--- config.mk ---
export PLATFORM = sky130hd
export DESIGN_NAME = mem_wb_stage
export DESIGN_NICKNAME = d
export VERILOG_FILES = /design/src/rtl/cpu_pkg.sv /design/src/rtl/mem_wb_stage_load_align.sv /design/src/rtl/mem_wb_stage.sv
export SDC_FILE = /design/constraint.sdc
export NUM_CORES = 1
export LEC_CHECK = 0
export CORE_MARGIN = 2
export CORE_UTILIZATION = 48
export CTS_BUF_LIST = sky130_fd_sc_hd__clkbuf_8
export DETAILED_ROUTE_END_ITERATION = 8
export PLACE_DENSITY = 0.89
export SYNTH_ARGS = -nofsm -noshare
export SYNTH_HDL_FRONTEND = slang
export SYNTH_SLANG_ARGS = --single-unit
--- constraint.sdc ---
create_clock -name clk -period 4.9 [get_ports clk]
set_clock_uncertainty 0.1 [all_clocks]
set_input_delay 1.47 -clock clk [delete_from_list [all_inputs] [get_ports clk]]
set_output_delay 1.47 -clock clk [all_outputs]
set_load 0.02 [all_outputs]
--- src/rtl/cpu_pkg.sv ---
// Shared CPU types: word/register aliases, load access types and the
// writeback-stage state encoding, plus the load misalignment predicate.
package cpu_pkg;

   localparam int WORD_W    = 32;
   localparam int REGADDR_W = 5;
   localparam int REG_NUM   = 2 ** REGADDR_W;

   typedef logic [WORD_W-1:0]    word_t;
   typedef logic [REGADDR_W-1:0] regaddr_t;
   typedef logic                 bit_t;

   typedef enum logic [2:0] {
      LB  = 3'd0,
      LBU = 3'd1,
      LH  = 3'd2,
      LHU = 3'd3,
      LW  = 3'd4
   } load_type_t;

   typedef enum logic {
      IDLE = 1'b0,
      WAIT = 1'b1
   } wb_state_t;

   // Halfwords need an even offset, words need offset 0; bytes never fault.
   function automatic logic is_misaligned(input load_type_t t, input logic [1:0] off);
      logic mis;
      mis = 1'b0;
      case (t)
         LH, LHU: mis = off[0];
         LW:      mis = (off != 2'b00);
         default: mis = 1'b0;
      endcase
      return mis;
   endfunction

endpackage

--- src/rtl/mem_wb_stage_load_align.sv ---
// Combinational load aligner: selects the addressed byte/halfword/word from a
// word-aligned bus beat and sign- or zero-extends it to DATA_W.
module load_align
   import cpu_pkg::*;
#(
   parameter int DATA_W = 32
) (
   input  logic [DATA_W-1:0] data,
   input  logic [1:0]        offset,
   input  load_type_t        load_type,
   output logic [DATA_W-1:0] ext
);

   function automatic logic [DATA_W-1:0] sext_byte(input logic signed [7:0] v);
      return {{(DATA_W-8){v[7]}}, v};
   endfunction

   function automatic logic [DATA_W-1:0] zext_byte(input logic [7:0] v);
      return {{(DATA_W-8){1'b0}}, v};
   endfunction

   function automatic logic [DATA_W-1:0] sext_half(input logic signed [15:0] v);
      return {{(DATA_W-16){v[15]}}, v};
   endfunction

   function automatic logic [DATA_W-1:0] zext_half(input logic [15:0] v);
      return {{(DATA_W-16){1'b0}}, v};
   endfunction

   logic signed [7:0]  byte_sel;
   logic signed [15:0] half_sel;

   // Halfword select uses only off[1]; off[0] is deliberately ignored.
   always_comb begin
      byte_sel = data[{offset, 3'b000} +: 8];
      half_sel = data[{offset[1], 4'b0000} +: 16];
      case (load_type)
         LB:      ext = sext_byte(byte_sel);
         LBU:     ext = zext_byte(byte_sel);
         LH:      ext = sext_half(half_sel);
         LHU:     ext = zext_half(half_sel);
         default: ext = data;
      endcase
   end

endmodule

--- src/rtl/mem_wb_stage.sv ---
// MEM->WB stage: waits on the data-bus ack for loads, aligns load data and
// drives a registered GPR write port. Optional macro: WB_MISALIGN_EXC_EN.
module mem_wb_stage
   import cpu_pkg::*;
#(
   parameter int DATA_W    = 32,
   parameter int REGADDR_W = 5
) (
   input  logic                 clk,
   input  logic                 rst,
   input  logic                 mem_valid,
   input  logic                 mem_we,
   input  logic [REGADDR_W-1:0] mem_waddr,
   input  logic [DATA_W-1:0]    mem_result,
   input  logic                 mem_is_load,
   input  logic [2:0]           mem_load_type,
   input  logic                 flush,
   input  logic                 data_ack,
   input  logic [DATA_W-1:0]    data_rdata,
   output logic                 stall_req,
   output logic                 gpr_we,
   output logic [REGADDR_W-1:0] gpr_waddr,
   output logic [DATA_W-1:0]    gpr_wdata
`ifdef WB_MISALIGN_EXC_EN
   ,
   output logic                 misalign_exc
`endif
);

   wb_state_t state_q, state_d;

   logic                 pend_we_p1;
   logic [REGADDR_W-1:0] pend_waddr_p1;
   logic [1:0]           pend_off_p1;
   load_type_t           pend_type_p1;

   logic                 complete;
   logic                 load_done;
   logic                 latch_pend;
   logic                 wr_we;
   logic [REGADDR_W-1:0] wr_waddr;
   logic [DATA_W-1:0]    wr_data;
   logic [1:0]           sel_off;
   load_type_t           sel_type;
   logic [DATA_W-1:0]    ext_data;
   logic                 mis_fault;

   // While waiting, the aligner must see the offset/type captured at issue.
   assign sel_off  = (state_q == WAIT) ? pend_off_p1 : mem_result[1:0];
   assign sel_type = (state_q == WAIT) ? pend_type_p1 : load_type_t'(mem_load_type);

   load_align #(
      .DATA_W (DATA_W)
   ) u_load_align (
      .data      (data_rdata),
      .offset    (sel_off),
      .load_type (sel_type),
      .ext       (ext_data)
   );

   always_comb begin
      state_d    = state_q;
      complete   = 1'b0;
      load_done  = 1'b0;
      latch_pend = 1'b0;
      wr_we      = mem_we;
      wr_waddr   = mem_waddr;
      wr_data    = mem_result;
      if (flush) begin
         state_d = IDLE;
      end else begin
         case (state_q)
            IDLE: begin
               if (mem_valid) begin
                  if (!mem_is_load) begin
                     complete = 1'b1;
                  end else if (data_ack) begin
                     complete  = 1'b1;
                     load_done = 1'b1;
                     wr_data   = ext_data;
                  end else begin
                     latch_pend = 1'b1;
                     state_d    = WAIT;
                  end
               end
            end
            WAIT: begin
               if (data_ack) begin
                  complete  = 1'b1;
                  load_done = 1'b1;
                  wr_we     = pend_we_p1;
                  wr_waddr  = pend_waddr_p1;
                  wr_data   = ext_data;
                  state_d   = IDLE;
               end
            end
            default: state_d = IDLE;
         endcase
      end
   end

`ifdef WB_MISALIGN_EXC_EN
   assign mis_fault = load_done && is_misaligned(sel_type, sel_off);
`else
   assign mis_fault = 1'b0;
`endif

   // Stage boundary: registered write port, stall and pending-load latches.
   always_ff @(posedge clk) begin
      if (rst) begin
         state_q       <= IDLE;
         stall_req     <= 1'b0;
         gpr_we        <= 1'b0;
         gpr_waddr     <= '0;
         gpr_wdata     <= '0;
         pend_we_p1    <= 1'b0;
         pend_waddr_p1 <= '0;
         pend_off_p1   <= 2'b00;
         pend_type_p1  <= LB;
      end else begin
         state_q   <= state_d;
         stall_req <= (state_d == WAIT);
         gpr_we    <= complete && wr_we && (wr_waddr != '0) && !mis_fault;
         if (complete) begin
            gpr_waddr <= wr_waddr;
            gpr_wdata <= wr_data;
         end
         if (latch_pend) begin
            pend_we_p1    <= mem_we;
            pend_waddr_p1 <= mem_waddr;
            pend_off_p1   <= mem_result[1:0];
            pend_type_p1  <= load_type_t'(mem_load_type);
         end
      end
   end

`ifdef WB_MISALIGN_EXC_EN
   always_ff @(posedge clk) begin
      if (rst) misalign_exc <= 1'b0;
      else     misalign_exc <= mis_fault;
   end
`endif

endmodule
==> key figures <==
Status
  – Status: complete, no violations

STA
  – Unrepaired setup endpoints after global routing: false
  – Setup TNS Final: 0 ns
  – Pins over their slew limit: 0
  – Post-route minimum period: 3.87 ns
  – Fmax: 258 MHz
  – Least-Margin Pin Slew: 1.01 ns
  – Setup violators final: 0
  – Fin. Hold Viols: 0
  – Worst slew margin: around 33%
  – Tcrit/Tclk final: 79.1%

Critical path
  – CP peak stage delay: 0.78 ns
  – Kind of critical path: input pin to register
  – Worst Path Required: slightly below 5 ns
  – Crit. End Element: register
  – Worst reg2reg path depth: 5
  – Worst path cell trace: clkdlybuf4s50_1, a21oi_1, nor3b_4, o221ai_4, a2111oi_1, nor3_1
  – Reg2reg end: gpr_wdata[15]
  – Worst setup SP type: input pin
  – Reg-to-reg critical path startpoint: state_q
  – Crit Path Max Fanout: 17
  – WP buf/inv: 1
  – Crit path DAT: 3.92 ns
  – Register-to-register setup slack: 1.73 ns
  – Crit-path leading delay family: compound AO/OA/AOI/OAI gates
  – Slowest stage cell on the critical path: clkdlybuf4s50_1

Synthesis
  – Synth cell types: 44
  – FF+latch count, synth: 50
  – Top cell type's share of synthesized area: 35.3%
  – Synth Area in Compound Gates: 24.6%
  – Syn avg cell area: 8.74 sq um
  – Largest family of logic cells by synthesized area: compound AO/OA/AOI/OAI gates
  – Mux cell area share after synthesis: 11.0%
  – Synth Warn #: 0
  – Ys async rst share: 0%
  – Area leader, netlist: dfxtp_1
  – Synth Area in Simple Gates: 23.4%
  – Post-synthesis adder-cell area fraction: 0%
  – Post-Synthesis Cells: 324
  – Syn nets: 403
  – Synth Area in XOR/XNOR: 0%
  – Synth Flop Type: dfxtp_1
  – Synthesized cell area: 0.00283 sq mm
  – Synth area leaders: dfxtp_1 35%, mux2i_1 8.5%, a21oi_1 6.5%, o22ai_1 5.5%, nor2_1 3.6%
  – Post-synthesis sequential area ratio: 35.3%
  – Post-synth EDFFs: 0

Cells and area
  – ANT cells: 0
  – Most frequent cells in the layout: 116 x clkdlybuf4s50_1, 50 x dfxtp_1, 37 x a21oi_1
  – Commonest non-fill, non-tap cell in the layout: clkdlybuf4s50_1
  – Final cell count without fillers: 498
  – Filler instances: roughly 450
  – Cell area after layout: 0.00409 sq mm
  – Layout cells sized above 1: 7.04%
  – Syn-to-layout area delta: 44.2%
  – Nets: 504

Floorplanning
  – Core box area: 0.00561 sq mm
  – Io pins: 118
  – Die Ht: around 81 um
  – Initial Util: 50.5%
  – Row count: 27
  – Full die area: 0.00653 sq mm
  – Die X-Extent: 80.8 um

Route
  – Antenna-violating nets left: 0
  – WL/cell: 17.1 um
  – Vias per cell: 5.98
  – # DRC: 0
  – Via count: 2979
  – Starting DRT DRC Count: a little over 200
  – 1st-pass router iterations: 4
  – Final wirelength: approximately 8500 um

Clock tree
  – H-Tree Depth: 2
  – Clk root buf: clkbuf_8
  – Worst-path clk slew: 0.09 ns
  – CTS buffer count: 5
  – Worst-Skew Late Latency: 0.30 ns
  – Setup Buffers After CTS: 0
  – CTS tree: yes
  – Sink Count: 50
  – Clock tree buffer depth: 2
  – Post-cts resize count: 0
  – Cts hold-fix bufs: 0

GRT
  – Met1 GRT Util: 34.8%
  – M3 GR Usage: 4.78%
  – Vias in the first global route: about 2900
  – Top Usage Layer GRT: met2
  – First-pass GRT wire length: 13700 um
  – Initial antenna violation count: 0
  – GRT overflow: 0
  – Largest net degree at the start of global routing: 51
  – Grt met2 use: 42.8%
  – GR Util All Layers: 26.5%

Power and ir drop
  – Tot Pwr: 1.00 mW
  – Highest ir drop seen on vdd: 204 uV
  – Leakage: 1.45 nW
  – Pwr per Cell Area: 245 mW/mm^2

Worst hold path
  – Hold wc startpoint: pend_waddr_p1[4]
  – HP Class: register to register
  – Hold path depth: 2
  – Hold endpoint: pend_waddr_p1[4]

Placement
  – Port Buffer Count: approximately 120
  – Placed cells: between 400 and 500
  – Last weighted congestion value of the routability-driven placer: roughly 0.84
  – DP HPWL: between 6000 and 7000 um
  – Placement Cell Area: 0.00398 sq mm

Flow run
  – Maxcap violations: 0
[cell usage after synthesis, drive strengths merged, types with 2 or more instances]
cell type,instances
mux2,2
and3b,2
clkbuf,16
a21oi,38
a211oi,6
nor4,2
nand3b,2
o21ai,11
a2111oi,8
o211ai,2
o22ai,25
a221oi,7
nand3,10
nor3,28
or4,2
nor3b,10
nor4b,3
nand2,13
inv,6
nor2,27
buf,10
mux2i,25
nand2b,9
dfxtp,50
[flip-flops by register name, indices dropped and copies added, names as in the netlist]
signal / count
state_q: 1
pend_off_p1: 2
pend_we_p1: 1
gpr_waddr: 5
gpr_we: 1
pend_waddr_p1: 5
gpr_wdata: 32
pend_type_p1: 3
[worst max path at each step]
stage,start,end,depth (start not counted)
finish,mem_is_load,gpr_wdata[15],6
global route,mem_is_load,gpr_wdata[15],6
CTS,mem_is_load,gpr_wdata[15],6
detailed placement,mem_is_load,gpr_wdata[15],6
global placement,mem_is_load,gpr_wdata[15],6
floorplan,mem_load_type[2],gpr_wdata[15],6
[cell type report]
cell class	count	area [sq um]	area share, %
clock buffer	5	68.8	1.68
clock inverter	3	41.3	1.01
inverter	6	22.5	0.551
multi-input combinational	242	1670	40.9
sequential	50	1000	24.5
tap	72	90.1	2.21
timing repair buffer	120	1190	29.1
[metal layers]
metal,wire length (um),share of wire (%),up-vias
met1,3570,42,1396
met5,0,0,-
met3,746,8.8,20
met4,217,2.6,0
met2,3970,47,140
li1,-,-,1423
[cells by family (layout without fill, tap and decap cells)]
| group | after synthesis | in the layout |
|---|---|---|
| AOI/OAI and AO/OA | 102 | 102 |
| muxes | 28 | 28 |
| buffers and inverters | 32 | 134 |
| and+or+nand+nor | 112 | 112 |
| DFF | 50 | 50 |
[metrics by stage]
stage / worst slack, ns / hold slack [ns] / util, %
after floorplan: 1.89 / 0.343 / -
after global placement: 0.878 / 0.353 / 70.9
after detailed placement: 0.758 / 0.368 / 70.9
after CTS: 1.07 / 0.379 / 72.8
after global routing: 0.885 / 0.400 / 72.8
final: 1.03 / 0.381 / 72.8
[power by group]
| group | total (mW) | switching (mW) | internal, mW |
|---|---|---|---|
| registers | 0.444 | 0.0143 | 0.430 |
| logic | 0.268 | 0.128 | 0.140 |
| clock network | 0.290 | 0.139 | 0.150 |
| total | 1.00 | 0.282 | 0.720 |
[tightest hold or removal path, cell delays in order (launching register included)]
cell and delay [ns]:
dfxtp_1 0.33, nand2_1 0.05, a21oi_1 0.06
(Power assumes the default switching activity.)
